===== src/rtl/sram_req_ctrl_2048x39_if.sv =====
// Request, response and macro-pin bundle for the 2048x39 SRAM request front-end.
// The slave modport is the controller; the master modport is its environment.
interface sram_req_ctrl_2048x39_if #(
  parameter int BITS       = 39,
  parameter int ADDR_WIDTH = 11
);
  logic                  req_valid_i;
  logic                  req_ready_o;
  logic                  req_we_i;
  logic [ADDR_WIDTH-1:0] req_addr_i;
  logic [BITS-1:0]       req_wdata_i;
  logic                  resp_valid_o;
  logic                  resp_ready_i;
  logic [BITS-1:0]       resp_data_o;
  logic                  sram_ce_o;
  logic                  sram_we_o;
  logic [ADDR_WIDTH-1:0] sram_addr_o;
  logic [BITS-1:0]       sram_wd_o;
  logic [BITS-1:0]       sram_rd_i;
  logic                  busy_o;

  modport master (
    output req_valid_i, req_we_i, req_addr_i, req_wdata_i, resp_ready_i, sram_rd_i,
    input  req_ready_o, resp_valid_o, resp_data_o, sram_ce_o, sram_we_o,
           sram_addr_o, sram_wd_o, busy_o
  );

  modport slave (
    input  req_valid_i, req_we_i, req_addr_i, req_wdata_i, resp_ready_i, sram_rd_i,
    output req_ready_o, resp_valid_o, resp_data_o, sram_ce_o, sram_we_o,
           sram_addr_o, sram_wd_o, busy_o
  );
endinterface


===== src/rtl/sram_req_ctrl_2048x39.sv =====
// Request front-end for the 2048x39 SRAM macro: one access per cycle, credit-limited
// so every issued read has a guaranteed slot in the FWFT response FIFO.
module sram_req_ctrl_2048x39 #(
  parameter int BITS        = 39,
  parameter int ADDR_WIDTH  = 11,
  parameter int RESP_DEPTH  = 2,
  parameter int INIT_CYCLES = 4
) (
  input  logic                 clk,
  input  logic                 reset,
  sram_req_ctrl_2048x39_if.slave bus
);

  localparam int PTR_W  = (RESP_DEPTH > 1) ? $clog2(RESP_DEPTH) : 1;
  localparam int CNT_W  = PTR_W + 1;
  localparam int CU_W   = CNT_W + 1;
  localparam int INIT_W = (INIT_CYCLES > 1) ? $clog2(INIT_CYCLES) : 1;

  typedef enum logic {
    ST_WAIT,
    ST_RUN
  } state_t;

  state_t            state_reg;
  logic [INIT_W-1:0] init_cnt_reg;
  logic              rd_pending_reg;
  logic [PTR_W-1:0]  wr_ptr_reg;
  logic [PTR_W-1:0]  rd_ptr_reg;
  logic [CNT_W-1:0]  fifo_count_reg;
  logic [CNT_W-1:0]  fifo_count_next;
  logic [BITS-1:0]   mem_reg [RESP_DEPTH];

  logic              resp_valid;
  logic              pop;
  logic              push;
  logic              req_ready;
  logic              fire;
  logic [CU_W-1:0]   credits_used;

  assign resp_valid = (fifo_count_reg != '0);
  assign pop        = resp_valid & bus.resp_ready_i;
  assign push       = rd_pending_reg;

  // A slot freed by this cycle's pop may be reused by this cycle's request.
  assign credits_used = CU_W'(fifo_count_reg) + CU_W'(rd_pending_reg) - CU_W'(pop);
  assign req_ready    = (state_reg == ST_RUN) && (credits_used < CU_W'(RESP_DEPTH));
  assign fire         = bus.req_valid_i & req_ready;

  assign bus.req_ready_o  = req_ready;
  assign bus.sram_ce_o    = fire;
  assign bus.sram_we_o    = fire & bus.req_we_i;
  assign bus.sram_addr_o  = bus.req_addr_i;
  assign bus.sram_wd_o    = bus.req_wdata_i;
  assign bus.resp_valid_o = resp_valid;
  assign bus.resp_data_o  = resp_valid ? mem_reg[rd_ptr_reg] : '0;
  assign bus.busy_o       = (state_reg == ST_WAIT) | rd_pending_reg | resp_valid;

  always_ff @(posedge clk or posedge reset) begin
    if (reset) begin
      state_reg    <= ST_WAIT;
      init_cnt_reg <= INIT_W'(INIT_CYCLES - 1);
    end else if (state_reg == ST_WAIT) begin
      if (init_cnt_reg == '0) begin
        state_reg <= ST_RUN;
      end else begin
        init_cnt_reg <= init_cnt_reg - 1'b1;
      end
    end
  end

  always_comb begin
    fifo_count_next = fifo_count_reg;
    case ({push, pop})
      2'b10:   fifo_count_next = fifo_count_reg + 1'b1;
      2'b01:   fifo_count_next = fifo_count_reg - 1'b1;
      default: fifo_count_next = fifo_count_reg;
    endcase
  end

  // The macro output is only meaningful the cycle after a read was issued.
  always_ff @(posedge clk or posedge reset) begin
    if (reset) begin
      rd_pending_reg <= 1'b0;
      wr_ptr_reg     <= '0;
      rd_ptr_reg     <= '0;
      fifo_count_reg <= '0;
    end else begin
      rd_pending_reg <= fire & ~bus.req_we_i;
      fifo_count_reg <= fifo_count_next;
      if (push) begin
        wr_ptr_reg <= wr_ptr_reg + 1'b1;
      end
      if (pop) begin
        rd_ptr_reg <= rd_ptr_reg + 1'b1;
      end
    end
  end

  always_ff @(posedge clk) begin
    if (push) begin
      mem_reg[wr_ptr_reg] <= bus.sram_rd_i;
    end
  end

  a_no_overflow: assert property (@(posedge clk) disable iff (reset)
    !(push && !pop && (fifo_count_reg == CNT_W'(RESP_DEPTH))));

endmodule


===== src/flat_wrapper.sv =====
// flat-port wrapper written by rule: the top's interface ports become plain ports
module sram_req_ctrl_2048x39_flat 
#(
  parameter int BITS        = 39,
  parameter int ADDR_WIDTH  = 11,
  parameter int RESP_DEPTH  = 2,
  parameter int INIT_CYCLES = 4
)
  (clk, reset, bus_req_valid_i, bus_req_we_i, bus_req_addr_i, bus_req_wdata_i, bus_resp_ready_i, bus_sram_rd_i, bus_req_ready_o, bus_resp_valid_o, bus_resp_data_o, bus_sram_ce_o, bus_sram_we_o, bus_sram_addr_o, bus_sram_wd_o, bus_busy_o);
  sram_req_ctrl_2048x39_if #(.BITS(BITS), .ADDR_WIDTH(ADDR_WIDTH)) bus_i ();
  input  logic clk;
  input  logic reset;
  input wire logic [$bits(bus_i.req_valid_i)-1:0] bus_req_valid_i;
  input wire logic [$bits(bus_i.req_we_i)-1:0] bus_req_we_i;
  input wire logic [$bits(bus_i.req_addr_i)-1:0] bus_req_addr_i;
  input wire logic [$bits(bus_i.req_wdata_i)-1:0] bus_req_wdata_i;
  input wire logic [$bits(bus_i.resp_ready_i)-1:0] bus_resp_ready_i;
  input wire logic [$bits(bus_i.sram_rd_i)-1:0] bus_sram_rd_i;
  output wire logic [$bits(bus_i.req_ready_o)-1:0] bus_req_ready_o;
  output wire logic [$bits(bus_i.resp_valid_o)-1:0] bus_resp_valid_o;
  output wire logic [$bits(bus_i.resp_data_o)-1:0] bus_resp_data_o;
  output wire logic [$bits(bus_i.sram_ce_o)-1:0] bus_sram_ce_o;
  output wire logic [$bits(bus_i.sram_we_o)-1:0] bus_sram_we_o;
  output wire logic [$bits(bus_i.sram_addr_o)-1:0] bus_sram_addr_o;
  output wire logic [$bits(bus_i.sram_wd_o)-1:0] bus_sram_wd_o;
  output wire logic [$bits(bus_i.busy_o)-1:0] bus_busy_o;
  assign bus_i.req_valid_i = bus_req_valid_i;
  assign bus_i.req_we_i = bus_req_we_i;
  assign bus_i.req_addr_i = bus_req_addr_i;
  assign bus_i.req_wdata_i = bus_req_wdata_i;
  assign bus_i.resp_ready_i = bus_resp_ready_i;
  assign bus_i.sram_rd_i = bus_sram_rd_i;
  assign bus_req_ready_o = bus_i.req_ready_o;
  assign bus_resp_valid_o = bus_i.resp_valid_o;
  assign bus_resp_data_o = bus_i.resp_data_o;
  assign bus_sram_ce_o = bus_i.sram_ce_o;
  assign bus_sram_we_o = bus_i.sram_we_o;
  assign bus_sram_addr_o = bus_i.sram_addr_o;
  assign bus_sram_wd_o = bus_i.sram_wd_o;
  assign bus_busy_o = bus_i.busy_o;
  sram_req_ctrl_2048x39 #(.BITS(BITS), .ADDR_WIDTH(ADDR_WIDTH), .RESP_DEPTH(RESP_DEPTH), .INIT_CYCLES(INIT_CYCLES)) u_core (.clk(clk), .reset(reset), .bus(bus_i));
endmodule

===== config.mk =====
export PLATFORM = sky130hd
export DESIGN_NAME = sram_req_ctrl_2048x39_flat
export DESIGN_NICKNAME = d
export VERILOG_FILES = /design/src/rtl/sram_req_ctrl_2048x39_if.sv /design/src/rtl/sram_req_ctrl_2048x39.sv /design/src/flat_wrapper.sv
export SDC_FILE = /design/constraint.sdc
export NUM_CORES = 1
export LEC_CHECK = 0
export BUFFER_PORTS_ARGS = -buffer_cell sky130_fd_sc_hd__buf_2
export CAP_MARGIN = 20
export CORE_MARGIN = 10
export CORE_UTILIZATION = 35
export DETAILED_ROUTE_END_ITERATION = 8
export HOLD_SLACK_MARGIN = 0.08
export PLACE_DENSITY = 0.66
export RECOVER_POWER = 50
export SYNTH_ARGS = -nofsm -noshare
export SYNTH_HDL_FRONTEND = slang
export SYNTH_SLANG_ARGS = --single-unit

===== constraint.sdc =====
create_clock -name clk -period 2.7 [get_ports clk]
set_clock_uncertainty 0.05 [all_clocks]
set_input_delay 0.135 -clock clk [delete_from_list [all_inputs] [get_ports clk]]
set_output_delay 0.135 -clock clk [all_outputs]
set_load 0.1 [all_outputs]

**Word-level counts from Yosys, hierarchy flattened**

Memories as Yosys holds them, arrays and structs flattened.
Cells that the tools add are included.
Widths: inputs -> output; s select.

- Memories: 1
- Register bits: 8
- Output and inout bits: 94
- Memory bits (writable): 78
- Logic and storage cells: 37

- Equality and inequality tests: 2
- Muxes and demuxes: 6
- Magnitude comparators: 1
- Bitwise logic cells: 9
- $add $sub $neg: 7
- Reductions and logical operators: 5

Memories:

| name | depth | width | read ports | clocked after memory_dff | write ports | line | RTL |
|---|---|---|---|---|---|---|---|
| u_core.mem_reg | 2 | 39 | 1 | 0 | 1 | sram_req_ctrl_2048x39.sv:31 | `logic [BITS-1:0] mem_reg [RESP_DEPTH];` |

Operator list:

| kind | count |
|---|---|
| $mux 39 | 1 |
| $and 1x1->1 | 4 |
| $mux 1 | 4 |
| $pmux 2 s2 | 1 |
| $reduce_bool 2->1 | 2 |
| $sub 2x1->2 const B | 2 |
| $add 2x1->3 | 1 |
| $lt 3x2->1 const B | 1 |
| $not 1->1 | 3 |
| $sub 3x1->3 | 1 |
| $add 1x1->1 const B | 2 |
| $add 2x1->2 const B | 1 |
| $eq 2x1->1 const B | 1 |
| $eq 2x2->1 const B | 1 |
| $logic_not 2->1 | 1 |
| $or 1x1->1 | 2 |
| $reduce_and 2->1 | 1 |
| $logic_and 1x1->1 | 1 |

**Depth between registers and ports, before layout**

- Depth after elaboration: 7
- Depth in mapped cells: 6

**Worst setup path after synthesis**

Ideal clock, no wire load.

- Path kind: register -> register
- From: register u_core.rd_pending_reg (netlist: u_core.push)
- To: memory u_core.mem_reg[0][0], enable pin
- Path slack: -0.031 ns
- Setup time: 0.440 ns
- Data required time: 2.210 ns
- Cell stages (with the launch flop): 3
- Buffers on the path: 1
- Data arrival time: 2.241 ns
- Cells stage by stage: dfrtp_1 > buf_2 > nor2b_1

- Longest elaborated chain between the ends: 2

Ends and longest elaborated chain:

| what | line | RTL |
|---|---|---|
| start: declaration | sram_req_ctrl_2048x39.sv:26 | `logic rd_pending_reg;` |
| start signal: assignment | sram_req_ctrl_2048x39.sv:88 | `rd_pending_reg <= fire & ~bus.req_we_i;` |
| $mux 1 | sram_req_ctrl_2048x39.sv:100 | `if (push) begin` |
| $mux 1 (not written as such) | sram_req_ctrl_2048x39.sv:101 | `mem_reg[wr_ptr_reg] <= bus.sram_rd_i;` |
| end: declaration | sram_req_ctrl_2048x39.sv:31 |  |

Every way passes these cells.

**Worst setup path after layout**

- From: register u_core.fifo_count_reg[0]
- To: output port bus_sram_we_o

- Longest elaborated chain between the ends: 7

Ends and longest elaborated chain:

| what | line | RTL |
|---|---|---|
| start: declaration | sram_req_ctrl_2048x39.sv:29 | `logic [CNT_W-1:0] fifo_count_reg;` |
| start signal: assignment | sram_req_ctrl_2048x39.sv:89 | `fifo_count_reg <= fifo_count_next;` |
| parallel branches: the longest is 2 deep, another holds $add 2x1->3 | - |  |
| $sub 3x1->3 (*) | sram_req_ctrl_2048x39.sv:45 | `assign credits_used = CU_W'(fifo_count_reg) + CU_W'(rd_pending_reg) - CU_W'(pop);` |
| $lt 3x2->1 (*) | sram_req_ctrl_2048x39.sv:46 | `assign req_ready = (state_reg == ST_RUN) && (credits_used < CU_W'(RESP_DEPTH));` |
| $logic_and 1x1->1 (*) | sram_req_ctrl_2048x39.sv:46 |  |
| $and 1x1->1 (*) | sram_req_ctrl_2048x39.sv:47 | `assign fire = bus.req_valid_i & req_ready;` |
| $and 1x1->1 (*) | sram_req_ctrl_2048x39.sv:51 | `assign bus.sram_we_o = fire & bus.req_we_i;` |
| end: declaration | flat_wrapper.sv:23 | `output wire logic [$bits(bus_i.sram_we_o)-1:0] bus_sram_we_o;` |

Mark *: on every way between the ends.

==> flow_summary.json <==
{
  "max_freq_ghz": 0.397,
  "r2r-end": "u_core.push$_DFF_PP0_",
  "synth.yosys.warnings": 0,
  "diodes": 0,
  "synthSimpleGateAreaFrac_pct": 6.82,
  "post-route-util_pct": 44.6,
  "register_clock_pin_slew_on_the_reported_worst_setup_and_hold_paths_ns": 0.07,
  "switching_share_of_total_power_pct": 53.0,
  "syn_nets": 354,
  "adder_cell_share_of_the_synthesized_area_pct": 0.869,
  "hold_viol_final": 0,
  "later_pin_clock_latency_in_the_skew_report_ns": 0.34,
  "initial_utilization_pct": 36.1,
  "placedCellCount": 425,
  "syn-mean-instance-area_um2": 14.5,
  "mostFrequentLayoutCells": "sky130_fd_sc_hd__edfxtp_1 (78), sky130_fd_sc_hd__buf_2 (57), sky130_fd_sc_hd__dlygate4sd3_1 (43)",
  "dp_worst_setup_slack_ns": 0.341,
  "cts.repair_timing.setup_buffer_count": 0,
  "pin_count_of_the_biggest_net_entering_global_routing": 26,
  "n_fill_cell": 980,
  "final-seq-area_um2": 2550,
  "final_layout_size_suffix_gt1_share_pct": 25.6,
  "layout_setup_ws_ns": 0.178,
  "top_usage_layer": "met2",
  "floorplan.die_area_um2": 15200,
  "synthXorXnorAreaFrac_pct": 1.17,
  "power_switching_uw": 3080,
  "grt_pass1_vias": 2463,
  "drv_cap": 0,
  "max_slew.worst_pin.slew_ns": 0.651,
  "worst_min_delay_path_endpoint": "bus_sram_wd_o[11]",
  "post-synth-top-area-cell": "sky130_fd_sc_hd__edfxtp_1",
  "routed-via-count": 2147,
  "cts_num_sinks": 86,
  "critical_path.endpoint_type": "primary output",
  "reg2reg_from": "u_core.fifo_count_reg[1]$_DFFE_PP0P_",
  "min_from": "bus_req_wdata_i[11]",
  "synthTopCellsByArea": "sky130_fd_sc_hd__edfxtp_1 (63%), sky130_fd_sc_hd__buf_4 (11%), sky130_fd_sc_hd__mux2i_1 (10%)",
  "post_dp_cell_area_um2": 4030,
  "reg2reg_setup_slack_ns": 0.28,
  "crit_arrival_ns": 2.34,
  "mapped_cell_area_um2": 3740,
  "synth_cells": 258,
  "detail_route.drc_violations": 0,
  "grt_use_met1_pct": 12.0,
  "fin_setup_tns_ns": 0,
  "status": "finished, final reports clean",
  "reported_leakage_power_uw": 0.00184,
  "dp_hpwl_um": 6360,
  "rr_worst_depth": 6,
  "fin_crit_sh_pct": 93.4,
  "synth_compound_area_share_pct": 0.535,
  "ir_drop_uv": 1050,
  "clock_tree_from_tritoncts": "done",
  "p_seq_share_pct": 30.2,
  "routed_via_density": 4.44,
  "final_area_um2": 4620,
  "drt_iter0_drc": 113,
  "wl_um": 8900,
  "wire_length_of_the_first_global_routing_pass_um": 13600,
  "period_minus_slack_ns": 2.52,
  "portBuffers": 87,
  "power_share_of_the_clock_group_pct": 14.5,
  "grt_antenna_before_repair": 0,
  "grt_overflow_total": 0,
  "layout.cells.non_filler": 484,
  "clockRootBuffer": "sky130_fd_sc_hd__clkbuf_8",
  "combined_area_of_the_multi_input_logic_cells_um2": 761,
  "slew-limit-headroom_pct": 56.5,
  "ant_nets": 0,
  "synth_top_family_by_area": "buffers and inverters",
  "power_density_nw_per_um2": 1260,
  "yosys.area.top_type_share_pct": 62.6,
  "critPathLaunchType": "flip-flop",
  "tritoncts.num_buffers": 9,
  "rsz0062_at_grt": "no",
  "routabilityCongestion": 0.683,
  "width_of_the_chip_um": 123,
  "wl_per_cell_um": 18.4,
  "boundaryPins": 188,
  "internal_power_uw": 2720,
  "classification_of_the_worst_slack_hold_path": "in2out",
  "area_delta_synth_final_pct": 23.4,
  "setup_failing_eps_final": 0,
  "layout.cells.most_common": "sky130_fd_sc_hd__edfxtp_1",
  "timing_max_transition_violations_final": 0,
  "drt_pre_antenna_iters": 4,
  "die_y_extent_um": 123,
  "gr-usage-met2_pct": 19.9,
  "timing.setup.critical_path_class": "reg2out",
  "min_delay_path_depth": 0,
  "placementRows": 37,
  "synth.area.mux_share_pct": 10.4,
  "worstPathMaxFanout": 5,
  "pwr-share-comb_pct": 55.4,
  "synth-seq-cells": 86,
  "largest_register_ffs": 78,
  "nets": 439,
  "longest_clk_path_bufs": 2,
  "core_area_um2": 10400,
  "global_route.usage.met3_pct": 3.69,
  "cts.htree.levels": 3,
  "netlist-cell-type-count": 27,
  "timing.critical_path.required_ns": 2.52,
  "overall_fraction_of_global_route_tracks_in_use_pct": 11.9,
  "synth_sequential_area_ratio_pct": 68.0
}
==> routing by layer <==
| layer | up-vias | routed length (um) |
|---|---|---|
| met4 | 0 | 568 |
| met1 | 999 | 3050 |
| met3 | 47 | 793 |
| met5 | - | 0 |
| met2 | 85 | 4480 |
| li1 | 1016 | - |
==> logic make-up (layout without fill, tap and decap cells) <==
group                      Yosys count  after routing
AOI/OAI and AO/OA                    4              4
xor gates and xnor gates             5              5
adders and majority gates            2              2
buffers and inverters               66            156
DFF                                 86             86
muxes                               39             39
and+or+nand+nor                     56             56
==> synth_stat cells <==
cell / n
sky130_fd_sc_hd__edfxtp_1: 78
sky130_fd_sc_hd__and2_1: 2
sky130_fd_sc_hd__dfrtp_1: 6
sky130_fd_sc_hd__clkbuf_1: 2
sky130_fd_sc_hd__and4_1: 1
sky130_fd_sc_hd__xnor2_1: 4
sky130_fd_sc_hd__and3_4: 1
sky130_fd_sc_hd__nor2b_1: 2
sky130_fd_sc_hd__inv_1: 4
sky130_fd_sc_hd__ha_1: 1
sky130_fd_sc_hd__nor3_1: 1
sky130_fd_sc_hd__xor2_1: 1
sky130_fd_sc_hd__or2_0: 1
sky130_fd_sc_hd__inv_2: 1
sky130_fd_sc_hd__buf_2: 5
sky130_fd_sc_hd__o21ai_0: 2
sky130_fd_sc_hd__a21oi_1: 2
sky130_fd_sc_hd__nand2b_1: 1
sky130_fd_sc_hd__and3b_1: 2
sky130_fd_sc_hd__fa_1: 1
sky130_fd_sc_hd__nor2_1: 41
sky130_fd_sc_hd__nand3b_1: 1
sky130_fd_sc_hd__buf_4: 54
sky130_fd_sc_hd__nand2_1: 2
sky130_fd_sc_hd__and3_1: 1
sky130_fd_sc_hd__mux2i_1: 39
sky130_fd_sc_hd__dfstp_2: 2
==> worst max-delay path, cell delays in order, from the launching register on <==
cell and delay (ns):
sky130_fd_sc_hd__dfrtp_1 0.44, sky130_fd_sc_hd__and3b_2 0.29, sky130_fd_sc_hd__o21ai_0 0.10, sky130_fd_sc_hd__fa_1 0.40, sky130_fd_sc_hd__xnor2_1 0.16, sky130_fd_sc_hd__and3_4 0.21, sky130_fd_sc_hd__and3_2 0.21, sky130_fd_sc_hd__buf_12 0.17
==> power groups by stage <==
stage	Clock [uW]	Combinational [uW]	Sequential, uW
finish	839	3210	1750
global route	931	3380	1770
CTS	873	3260	1750
detailed placement	0	3200	1780
global placement	0	3190	1770
floorplan	0	3000	1740
==> worst max-delay path by stage <==
| stage | endpoint | cells past startpoint | slack, ns | start |
|---|---|---|---|---|
| final | bus_sram_we_o | 7 | 0.18 | u_core.fifo_count_reg[0]$_DFFE_PP0P_ |
| after global routing | bus_sram_we_o | 7 | 0.02 | u_core.fifo_count_reg[0]$_DFFE_PP0P_ |
| after CTS | bus_req_ready_o | 6 | 0.03 | u_core.fifo_count_reg[1]$_DFFE_PP0P_ |
| after detailed placement | bus_sram_ce_o | 7 | 0.34 | u_core.fifo_count_reg[1]$_DFFE_PP0P_ |
| after global placement | bus_sram_ce_o | 7 | 0.40 | u_core.fifo_count_reg[1]$_DFFE_PP0P_ |
| after floorplan | bus_sram_ce_o | 6 | 0.01 | u_core.fifo_count_reg[1]$_DFFE_PP0P_ |
==> per-stage QoR <==
step                hold slack, ns  power, uW
floorplan                   -0.101       4740
global placement            0.0462       4960
detailed placement          0.0516       4980
CTS                          0.215       5890
global route                 0.220       6080
finish                       0.220       5800
==> final cells by class <==
| class | count | area share (%) |
|---|---|---|
| Clock buffer | 10 | 2.76 |
| Clock inverter | 6 | 1.14 |
| Inverter | 5 | 0.406 |
| Multi-Input combinational cell | 106 | 16.5 |
| Sequential cell | 86 | 55.1 |
| Tap cell | 136 | 3.68 |
| Timing Repair Buffer | 135 | 20.4 |
==> repair_timing <==
item                                    in CTS  in global routing
resized for setup                            1                  4
hold endpoints to repair                    88                  0
hold buffers                                43                  0
endpoints found under the setup margin       1                  3
pin swaps                                    0                  0
gates cloned                                 0                  0
Note: power is estimated with default switching activity, not from simulation.
